**src/rtl/bcd_adder.sv**
```systemverilog
// bcd_adder: registered multi-digit packed-BCD adder with decimal carry, one-cycle latency.
// Define BCD_INPUT_CHECK_EN to add the registered in_error flag for non-BCD input digits.
module bcd_adder #(
  parameter int NUM_DIGITS = 2
) (
  input  logic                    clk,
  input  logic                    rst,
  input  logic                    in_valid,
  input  logic [4*NUM_DIGITS-1:0] a,
  input  logic [4*NUM_DIGITS-1:0] b,
  input  logic                    carry_in,
  output logic [4*NUM_DIGITS-1:0] sum,
  output logic                    carry,
`ifdef BCD_INPUT_CHECK_EN
  output logic                    in_error,
`endif
  output logic                    out_valid
);
  localparam int W = 4 * NUM_DIGITS;
  logic [W-1:0] sum_d, sum_q, res;
  logic carry_d, carry_q, res_c, out_valid_d, out_valid_q;
  always_comb begin
    logic [4:0] t;
    logic c;
    c = carry_in;
    t = '0;
    res = '0;
    for (int i = 0; i < NUM_DIGITS; i++) begin
      t = {1'b0, a[4*i+:4]} + {1'b0, b[4*i+:4]} + {4'b0, c};
      c = t > 5'd9;
      res[4*i+:4] = c ? t[3:0] + 4'd6 : t[3:0];
    end
    res_c = c;
    sum_d = in_valid ? res : sum_q;
    carry_d = in_valid ? res_c : carry_q;
    out_valid_d = in_valid;
  end
  always_ff @(posedge clk or posedge rst) begin
    if (rst) begin
      sum_q <= '0;
      carry_q <= 1'b0;
      out_valid_q <= 1'b0;
    end else begin
      sum_q <= sum_d;
      carry_q <= carry_d;
      out_valid_q <= out_valid_d;
    end
  end
  assign sum = sum_q;
  assign carry = carry_q;
  assign out_valid = out_valid_q;
`ifdef BCD_INPUT_CHECK_EN
  logic in_error_d, in_error_q, bad;
  always_comb begin
    bad = 1'b0;
    for (int i = 0; i < NUM_DIGITS; i++)
      bad = bad | (a[4*i+:4] > 4'd9) | (b[4*i+:4] > 4'd9);
    in_error_d = in_valid ? bad : in_error_q;
  end
  always_ff @(posedge clk or posedge rst) begin
    if (rst) in_error_q <= 1'b0;
    else in_error_q <= in_error_d;
  end
  assign in_error = in_error_q;
`endif
endmodule

```
**config.mk**
```make
export PLATFORM = sky130hd
export DESIGN_NAME = bcd_adder
export DESIGN_NICKNAME = d
export VERILOG_FILES = /design/src/rtl/bcd_adder.sv
export SDC_FILE = /design/constraint.sdc
export NUM_CORES = 1
export LEC_CHECK = 0
export BUFFER_PORTS_ARGS = -buffer_cell sky130_fd_sc_hd__buf_2
export CAP_MARGIN = 5
export CORE_MARGIN = 2
export CORE_UTILIZATION = 40
export CTS_CLUSTER_SIZE = 12
export DETAILED_ROUTE_END_ITERATION = 10
export PLACE_DENSITY = 0.79
export REMOVE_ABC_BUFFERS = 1
export SLEW_MARGIN = 25
export SYNTH_ARGS = -nofsm -noshare
export SYNTH_HDL_FRONTEND = slang
export SYNTH_SLANG_ARGS = --single-unit
```
**constraint.sdc**
```tcl
create_clock -name clk -period 0.8 [get_ports clk]
set_input_delay 0.04 -clock clk [delete_from_list [all_inputs] [get_ports clk]]
set_output_delay 0.04 -clock clk [all_outputs]
set_load 0.01 [all_outputs]
```
After elaboration in Yosys (flattened, before gate mapping)
Cells that the tools add are included.

storage, ports and cells
  output and inout port bits = 10
  register bits = 10

cells by class
  multiplexer cells = 2
  magnitude comparators = 2
  add/subtract/negate cells = 6

operator list
  operator                                             count
  adder 4 x 4 -> 5 bit                                 2
  adder 5 x 1 -> 5 bit                                 2
  > comparator 5 x 4 -> 1 bit (second input constant)  2
  adder 4 x 3 -> 4 bit (second input constant)         2
  two-way mux 4 bit                                    2

Depth between registers and ports, before layout
Gate-level depths: netlist of the first run.

  depth after elaboration = 6
  mapped depth = 18
  gate-level depth less buffers = 18

Least setup slack after synthesis of the first run
No wires, ideal clock.

  kind = input to register
  from = input a[0]
  to = register sum_q[5], in the netlist sum[5]
  arrival time = 3.927 ns
  library setup time = 0.125 ns
  stages = 18
  required time = 0.675 ns
  slack = -3.251 ns
  path buffers = 0
  path through = fa_1 > fa_1 > xnor2_1 > ha_1 > nand2_1 > a32oi_1 > and3_4 > and2b_2 > fa_1 > inv_1 > fa_1 > xor2_1 > inv_1 > ha_1 > and2_1 > o41a_1 > xnor2_1 > mux2_2

on the way
  longest elaborated chain between the ends = 6
  elaborated cells on any way between the ends = 7
  classes of those cells = add/sub (4); order compare (2); mux (1)

RTL lines
  item                                                                        RTL line  source
  start: declaration                                                          9         input logic [4*NUM_DIGITS-1:0] a,
  adder 4 x 4 -> 5 bit *                                                      29        t = {1'b0, a[4*i+:4]} + {1'b0, b[4*i+:4]} + {4'b0, c};
  adder 5 x 1 -> 5 bit *                                                      29
  > comparator 5 x 4 -> 1 bit *                                               30        c = t > 5'd9;
  adder 5 x 1 -> 5 bit *                                                      29
  adder 4 x 3 -> 4 bit / > comparator 5 x 4 -> 1 bit (equally long branches)  31, 30
  two-way mux 4 bit *                                                         31        res[4*i+:4] = c ? t[3:0] + 4'd6 : t[3:0];
  end signal: assignment                                                      44        sum_q <= sum_d;
  end: declaration                                                            20        logic [W-1:0] sum_d, sum_q, res;

Every way passes the cells marked *; elsewhere a longest branch is shown, timed or not.
A chain may end at the register's enable or synchronous reset.

Final worst setup path of the first run
Same ends and word-level chain as after synthesis.

==> results of run 1 <==
-- area by class of cell --
class / count / area, um2 / share of cell area, %
Tap cell: 27 / 33.8 / 2.35
Inverter: 8 / 30.0 / 2.09
Multi-Input combinational cell: 64 / 631 / 43.9
Clock buffer: 4 / 36.3 / 2.53
Sequential cell: 10 / 250 / 17.4
Timing Repair Buffer: 66 / 455 / 31.7
-- cell usage in the layout, fill, tap and decap left out, types with 2 or more instances in the layout --
cell and count:
ha_1 6, a21oi_2 2, a21oi_1 5, inv_1 5
nand2_1 3, and3_1 2, o311ai_1 2, clkbuf_4 3
ha_4 2, a21o_1 3, mux2_4 2, inv_2 3
nor2_1 6, a31oi_1 2, fa_2 4, dfrtp_1 10
buf_6 6, buf_2 26, buf_4 33
-- critical path, delay by kind of cell --
kind | cells | cell delay [ns]
AND/OR/NAND/NOR | 3 | 0.57
XOR/XNOR | 3 | 0.50
AO/OA/AOI/OAI | 2 | 0.55
buffers and inverters | 4 | 0.40
multiplexers | 1 | 0.26
adder cells (fa/ha/maj) | 6 | 1.67
-- cells by family after synthesis --
family                   Yosys count
AO/OA/AOI/OAI                     24
XOR/XNOR                           3
adder cells (fa/ha/maj)           13
buffers and inverters              9
multiplexers                       3
flip-flops                        10
AND/OR/NAND/NOR                   21
-- registers in the layout, summed over array words and instances, names as in the netlist --
signal	cells
sum	8
out_valid	1
carry	1
-- power by group --
group	switching (mW)	internal, mW	total, mW
registers	0.0821	0.647	0.729
clock network	0.182	0.276	0.458
logic	0.795	1.06	1.85
-- timing repair --
item,CTS,global route
hold buffers,1,0
buffers inserted,15,5
endpoints found under the hold margin,10,0
gates resized for setup,25,11
setup endpoints to repair,18,19
pin swaps,16,19
-- layer usage --
metal / wire, um / global-route usage, % / vias to the layer above
li1: - / - / 437
met5: 0 / 0 / -
met1: 1100 / 27.8 / 435
met2: 1460 / 47.5 / 34
met3: 113 / 2.12 / 2
met4: 17 / 8.33 / 0
-- worst paths after layout --
kind / startpoint / endpoint / slack (ns) / depth (start not counted)
min reg2reg: sum[0] / sum[0] / 0.52 / 1
min: in_valid / out_valid / 0.07 / 2
max in group asynchronous: rst / carry / 0.22 / 3
min in group asynchronous: rst / sum[6] / 0.30 / 3
max reg2reg: sum[6] / sum[6] / 0 / 3
max: a[0] / sum[5] / -3.05 / 19
==> flow_metrics.py, run 1 <==
metrics = {
    "drt": {
        "route.detailed.drc": 0,
        "vias": 908,
        "via_per_inst": 5.07,
        "drtPass1Iterations": 4,
        "drt_iter0_markers": 28,
        "detail_route.wl_per_cell_um": 15.0,
        "ant_nets": 0,
        "wl_mm": 2.69,
    },
    "run": {
        "cap_violations": 0,
    },
    "critical_path": {
        "crit_top_cell": "fa_2",
        "cp-start-kind": "input port",
        "crit_slowest_cell": "fa_2",
        "path_max_fanout": 3,
        "cp-end-kind": "register",
        "crit_path_max_incr_delay_ns": 0.39,
        "critPathKind": "in -> reg",
        "cp.required_ns": 0.95,
        "crit_arrival_ns": 4.00,
        "crit_chain": "buf_6 > fa_2 > fa_2 > xnor2_2 > buf_4 > ha_4 > a32oi_2 > and3_4 > and2b_2 > fa_2 > inv_2 > fa_2 > xor2_2 > inv_2 > ha_4 > and2_4 > o41a_1 > xnor2_1 > mux2_4",
    },
    "global_route": {
        "grt_pass1_vias": 998,
        "grt_overflow": 0,
        "grt_pass1_wl_mm": 4.52,
        "grtUsageTotal_pct": 24.5,
        "grt_max_degree": 11,
        "antenna_found_initial": 0,
    },
    "synthesis": {
        "synth-edff-count": 0,
        "ys_seq_elements": 10,
        "synth.most_common_cell": "dfrtp_1",
        "synthDistinctLibCells": 36,
        "synth_ff_type": "dfrtp_1",
        "synth.mux.area_fraction_pct": 3.93,
        "ys.warnings.count": 0,
        "synth_area_um2": 828,
        "synthArstFlopShare_pct": 100,
        "yosys-top-cells-area": "dfrtp_1, ha_1, fa_1",
        "synth-compound-area-share_pct": 19.9,
        "yosysSeqAreaShare_pct": 30.2,
        "yosys.area_share.simple_pct": 15.4,
        "synthTopCellsByCount": "dfrtp_1, ha_1, inv_1",
        "syn_inst": 83,
        "synth_area_leader_cell": "dfrtp_1",
        "synth.top_cell.area_share_pct": 30.2,
        "avgSynthCellArea_um2": 9.98,
        "synth_fa_ha_area_share_pct": 23.3,
        "synth_top_family_by_area": "adder cells",
        "synth_xor_area_share_pct": 3.17,
    },
    "layout": {
        "final_cells": 179,
        "utilization_pct": 73.2,
        "syn_to_final_growth_pct": 73.4,
        "num_antenna_cells": 0,
        "final.fill_count": 148,
        "drive_above_1_share_pct": 61.8,
        "finalInstanceArea_um2": 1440,
        "layout.nets": 186,
    },
    "sta": {
        "setup_viol": 18,
        "final-max-slew-violation-count": 0,
        "worst_slew_pin_slew_ns": 0.393,
        "postLayoutSetupSlackWorst_ns": -3.05,
        "fin_crit_sh_pct": 482,
        "fin_skew_ns": 0,
        "rsz0062_at_grt": "true",
        "max_freq_ghz": 0.259,
        "timing.hold.ws_ns": 0.0708,
        "setup_tns_ns": -17.52,
        "max-slew-margin-rel_pct": 73.7,
        "fin_crit_ns": 3.85,
        "hold_viol": 0,
    },
    "status": {
        "status": "finished with violations",
        "failed_checks": "setup timing",
    },
    "clock_network": {
        "root_buffer": "clkbuf_4",
        "numClockSinks": 10,
        "cts_made_buffers": 3,
        "path_clk_slew_ns": 0.06,
        "cts_buffer_depth": 2,
        "cts_tree": "yes",
        "htreeDepth": 1,
        "clock_latency_ns": 0.26,
    },
    "floorplan": {
        "core_area_um2": 1960,
        "die_h_um": 49.5,
        "placementRows": 16,
        "pin_count": 30,
        "start_util_pct": 42.2,
        "die_w_um": 49.5,
        "die-area_um2": 2450,
    },
    "place": {
        "dp_worst_setup_slack_ns": -3.54,
        "place_inst": 161,
        "place_area_um2": 1180,
        "io_buffers": 29,
        "dp_hpwl_mm": 1.74,
        "place_congestion": 0.784,
    },
    "power": {
        "peakVddDrop_uv": 931,
        "p_per_area_nw_per_um2": 2110,
        "leakage_nw": 0.738,
        "finalPower_mw": 3.04,
    },
    "hold_path": {
        "hp-class": "in -> reg",
    },
}
No activity file was read; power rests on OpenSTA's default activity.
==> run 2: changes to the inputs <==
Settings changed: CELL_PAD_IN_SITES_DETAIL_PLACEMENT set to 0, CELL_PAD_IN_SITES_GLOBAL_PLACEMENT set to 2, CORE_ASPECT_RATIO set to 1.75, CORE_UTILIZATION 40 to 26, PLACE_DENSITY 0.79 to 0.85.
==> run 2 against run 1 <==
Effect of this change:
- critical endpoint unchanged
- routed wire length down 7.7%
- global-route usage down 9.6 points
- maximum frequency up 1.4%
- cell count up 12%
- clock skew unchanged
- worst setup slack better by 0.055 ns
- design area up 4.7%
- the run still ends with setup timing left
- total power up 2.2%
- sequential power down 1%
- combinational power down 5%
==> flow_metrics.py, run 2 (synthesis gave the netlist of run 1 again) <==
metrics = {
    "global_route": {
        "grt_pass1_wl_mm": 4.08,
        "grt.busiest_layer": "met2",
        "use_met3_pct": 2.07,
        "use_met1_pct": 15.5,
        "grt_overflow": 0,
        "groute.layer.met2.usage_pct": 28.6,
        "antenna_found_initial": 0,
        "grtUsageTotal_pct": 14.9,
        "grt_pass1_vias": 986,
        "grt_max_degree": 11,
    },
    "layout": {
        "final.fill_count": 334,
        "layout_commonest_cell": "buf_4",
        "final_cells": 200,
        "drive_above_1_share_pct": 60.5,
        "num_antenna_cells": 0,
        "mostFrequentLayoutCells": "buf_4, buf_2, buf_6, dfrtp_1, ha_1",
        "largest_register_ffs": 8,
        "syn_to_final_growth_pct": 81.6,
        "layout.nets": 191,
    },
    "critical_path": {
        "crit_chain": "buf_6 > fa_2 > fa_2 > xnor2_2 > buf_4 > ha_4 > a32oi_2 > and3_4 > and2b_2 > fa_2 > inv_2 > fa_2 > xor2_1 > inv_1 > ha_2 > and2_4 > o41a_1 > xnor2_1 > mux2_4",
        "critPathKind": "in -> reg",
        "r2r-end": "sum[0]",
        "crit_path_max_incr_delay_ns": 0.40,
        "rr_startpoint": "sum[0]",
        "crit_top_cell": "fa_2",
        "crit_slowest_cell": "fa_2",
        "crit_family": "adder cells",
        "crit_arrival_ns": 3.92,
        "r2r_setup_slack_ns": 0.04,
        "cp-start-kind": "input port",
        "cp-end-kind": "register",
        "path_buf_inv": 4,
        "path_max_fanout": 3,
        "r2r_cells": 1,
        "cp-endpoint": "sum[5]",
        "cp.required_ns": 0.92,
        "cp.depth": 19,
        "crit_start": "a[0]",
    },
    "sta": {
        "max-slew-margin-rel_pct": 73.7,
        "setup_viol": 9,
        "timing.hold.ws_ns": 0.179,
        "fin_crit_ns": 3.80,
        "max_freq_ghz": 0.263,
        "hold_viol": 0,
        "setup_tns_ns": -17.82,
        "fin_crit_sh_pct": 475,
        "final-max-slew-violation-count": 0,
        "worst_slew_pin_slew_ns": 0.394,
        "rsz0062_at_grt": "true",
        "postLayoutSetupSlackWorst_ns": -3.00,
        "fin_skew_ns": 0,
    },
    "clock_network": {
        "clock_latency_ns": 0.23,
        "cts_made_buffers": 3,
        "htreeDepth": 1,
        "root_buffer": "clkbuf_8",
        "cts_buffer_depth": 2,
        "cts_tree": "yes",
        "numClockSinks": 10,
        "path_clk_slew_ns": 0.05,
    },
    "drt": {
        "drtPass1Iterations": 3,
        "wl_mm": 2.48,
        "vias": 925,
        "drt_iter0_markers": 11,
        "route.detailed.drc": 0,
        "via_per_inst": 4.63,
        "ant_nets": 0,
        "detail_route.wl_per_cell_um": 12.4,
    },
    "place": {
        "dp_worst_setup_slack_ns": -3.52,
        "dp_hpwl_mm": 1.78,
        "place_inst": 180,
        "place_congestion": 0.832,
        "io_buffers": 29,
    },
    "status": {
        "failed_checks": "setup timing",
        "status": "finished with violations",
    },
    "power": {
        "peakVddDrop_uv": 962,
        "finalPower_mw": 3.10,
        "leakage_nw": 0.775,
        "p_per_area_nw_per_um2": 2060,
    },
    "floorplan": {
        "start_util_pct": 26.7,
        "core_area_um2": 3110,
        "pin_count": 30,
        "die_h_um": 78.7,
        "die_w_um": 46.7,
        "die-area_um2": 3670,
        "placementRows": 27,
    },
    "run": {
        "cap_violations": 0,
    },
    "hold_path": {
        "hp-class": "in -> reg",
    },
}
==> run 2: area by class of cell <==
cell class / instances / area (um2) / area share [%]
multi-input combinational: 64 / 606 / 40.3
timing repair buffer: 71 / 509 / 33.9
sequential: 10 / 250 / 16.6
clock buffer: 4 / 55.1 / 3.66
tap: 43 / 53.8 / 3.58
inverter: 8 / 30.0 / 2.00
==> run 2: worst min path at each step <==
stage / from / to / slack, ns / cells past startpoint
after detailed placement: rst / sum[0] / 0.04 / 2
after global placement: rst / out_valid / 0.03 / 2
final: in_valid / sum[4] / 0.18 / 3
after global routing: in_valid / sum[4] / 0.19 / 3
after CTS: in_valid / sum[4] / 0.17 / 3
after floorplan: rst / carry / -0.12 / 1
==> run 2: metal layers <==
layer	share of wire, %	up-vias	wire length (um)
met5	0	-	0
met4	0.32	0	8
met3	3.9	2	98
met2	62	26	1540
met1	34	449	837
li1	-	448	-
==> run 2: where the power goes <==
group / total [mW] / internal, mW / switching (mW)
Combinational: 1.76 / 1.03 / 0.729
Clock: 0.621 / 0.432 / 0.190
Sequential: 0.722 / 0.649 / 0.0730
==> run 2: timing repair <==
action                     in CTS  in global routing
pin swaps                      21                 17
setup endpoints to repair      10                 17
hold endpoints to repair       10                  0
buffers inserted               11                  6
hold buffers                    1                  0
resized for setup              27                  5
==> run 2: stage by stage <==
stage | cell area (um2) | utilization [%]
5_1_grt | 1500 | 48.4
2_1_floorplan | 825 | -
3_5_place_dp | 1220 | 39.2
3_3_place_gp | 1220 | 39.2
6_report | 1500 | 48.4
4_1_cts | 1460 | 46.9
==> run 3: changes to the inputs <==
Settings changed: CTS_BUF_LIST set to sky130_fd_sc_hd__clkbuf_16.
==> run 3 against run 2 <==
Effect of this change:
- the run still ends with setup timing left
- sequential share of layout area down 0.26 points
- count of clock-buffer cells in the layout down 1
- die area unchanged
- global-route usage down 0.21 points
- critical path type unchanged
==> flow_metrics.py, run 3 (synthesis gave the netlist of run 1 again) <==
metrics = {
    "layout": {
        "drive_above_1_share_pct": 59.9,
        "largest_register_ffs": 8,
        "final-seq-area_um2": 250,
        "num_antenna_cells": 0,
        "mostFrequentLayoutCells": "buf_4, buf_2, buf_6, dfrtp_1, ha_1",
        "utilization_pct": 49.2,
        "finalInstanceArea_um2": 1530,
        "final.fill_count": 331,
        "layout.nets": 191,
        "syn_to_final_growth_pct": 84.4,
        "layout_commonest_cell": "buf_4",
        "multiInputGateArea_um2": 606,
    },
    "drt": {
        "drtPass1Iterations": 3,
        "ant_nets": 0,
        "route.detailed.drc": 0,
        "vias": 924,
        "wl_mm": 2.54,
        "drt_iter0_markers": 3,
        "via_per_inst": 4.62,
        "detail_route.wl_per_cell_um": 12.7,
    },
    "global_route": {
        "grt_max_degree": 11,
        "grt_pass1_wl_mm": 3.99,
        "grt_overflow": 0,
        "grtUsageTotal_pct": 14.7,
        "grt_pass1_vias": 973,
        "antenna_found_initial": 0,
    },
    "floorplan": {
        "die-area_um2": 3670,
        "start_util_pct": 26.7,
        "placementRows": 27,
        "die_h_um": 78.7,
        "pin_count": 30,
        "die_w_um": 46.7,
        "core_area_um2": 3110,
    },
    "power": {
        "p_int_mw": 2.34,
        "pwr-share-seq_pct": 21.5,
        "peakVddDrop_uv": 1110,
        "swShare_pct": 30.6,
        "combPwrFrac_pct": 52.6,
        "p_per_area_nw_per_um2": 2200,
        "p_switching_mw": 1.03,
        "power_frac_clock_pct": 26.0,
        "leakage_nw": 0.784,
    },
    "hold_path": {
        "whs_path_depth": 3,
        "min_from": "in_valid",
        "hp-class": "in -> reg",
    },
    "place": {
        "dp_hpwl_mm": 1.78,
        "place_congestion": 0.832,
        "place_area_um2": 1220,
        "io_buffers": 29,
    },
    "sta": {
        "postLayoutSetupSlackWorst_ns": -3.01,
        "fin_crit_sh_pct": 476,
        "fin_skew_ns": 0,
        "rsz0062_at_grt": "true",
        "setup_viol": 9,
        "hold_viol": 0,
        "max-slew-margin-rel_pct": 73.2,
        "worst_slew_pin_slew_ns": 0.402,
        "max_freq_ghz": 0.262,
        "final-max-slew-violation-count": 0,
        "fin_crit_ns": 3.81,
    },
    "critical_path": {
        "path_max_fanout": 3,
        "cp-end-kind": "register",
        "crit_start": "a[0]",
        "crit_arrival_ns": 3.93,
        "cp-start-kind": "input port",
        "rr_startpoint": "sum[0]",
        "critPathKind": "in -> reg",
        "cp.required_ns": 0.92,
        "r2r_cells": 1,
    },
    "clock_network": {
        "cts_buffer_depth": 2,
        "htreeDepth": 1,
        "clock_latency_ns": 0.23,
        "path_clk_slew_ns": 0.04,
        "root_buffer": "clkbuf_16",
        "cts_made_buffers": 3,
        "cts_tree": "yes",
        "numClockSinks": 10,
    },
    "status": {
        "failed_checks": "setup timing",
        "status": "finished with violations",
    },
    "run": {
        "cap_violations": 0,
    },
}
[run 3: stage by stage]
step	hold WS [ns]	std cells	setup slack, ns	setup TNS (ns)	power, mW
floorplan	-0.120	82	-3.25	-18.03	1.40
detailed placement	0.0415	180	-3.52	-20.90	2.00
CTS	0.172	195	-3.13	-17.91	3.25
global route	0.198	200	-3.16	-18.81	3.60
global placement	0.0341	180	-3.40	-20.13	1.97
finish	0.176	200	-3.01	-17.82	3.37
[run 3: what timing repair did]
action | in CTS | in global routing
gates resized for setup | 26 | 5
hold buffers | 1 | 0
setup buffers | 10 | 6
pin swaps | 20 | 14
endpoints found under the hold margin | 10 | 0
endpoints found under the setup margin | 9 | 17
[run 3: final timing paths]
kind | end | slack [ns]
min in group asynchronous | sum[0] | 0.34
setup reg to reg | sum[0] | 0.04
hold reg to reg | sum[1] | 0.49
max in group asynchronous | carry | 0.18
setup / recovery | sum[5] | -3.01
hold / removal | sum[4] | 0.18
[run 3: worst max-delay path, cell delays in order]
cell     delay, ns
buf_6         0.09
fa_2          0.40
fa_2          0.38
xnor2_2       0.16
buf_4         0.16
ha_4          0.16
a32oi_2       0.16
and3_4        0.21
and2b_2       0.23
fa_2          0.34
inv_2         0.06
fa_2          0.20
xor2_1        0.18
inv_1         0.08
ha_2          0.17
and2_4        0.14
o41a_1        0.36
xnor2_1       0.15
mux2_4        0.25
[run 3: metal layers]
metal  part of all wire [%]  track usage, %
met1                     34            15.0
met2                     61            28.1
met3                    3.7            2.07
met4                    1.2            5.00
met5                      0               0
[run 3: area by class of cell]
type                    instances  share of cell area [%]
repair buffers                 71                    33.3
multi-input cells              64                    39.6
clock buffers                   3                    4.91
flip-flops and latches         10                    16.4
well taps                      43                    3.52
clock inverters                 1                   0.246
inverters                       8                    1.97
[run 3: power groups by stage]
stage | Sequential (mW) | Clock, mW | Combinational, mW
detailed placement | 0.731 | 0 | 1.27
finish | 0.723 | 0.874 | 1.77
floorplan | 0.794 | 0 | 0.603
global placement | 0.726 | 0 | 1.24
global route | 0.742 | 0.924 | 1.93
CTS | 0.727 | 0.892 | 1.63
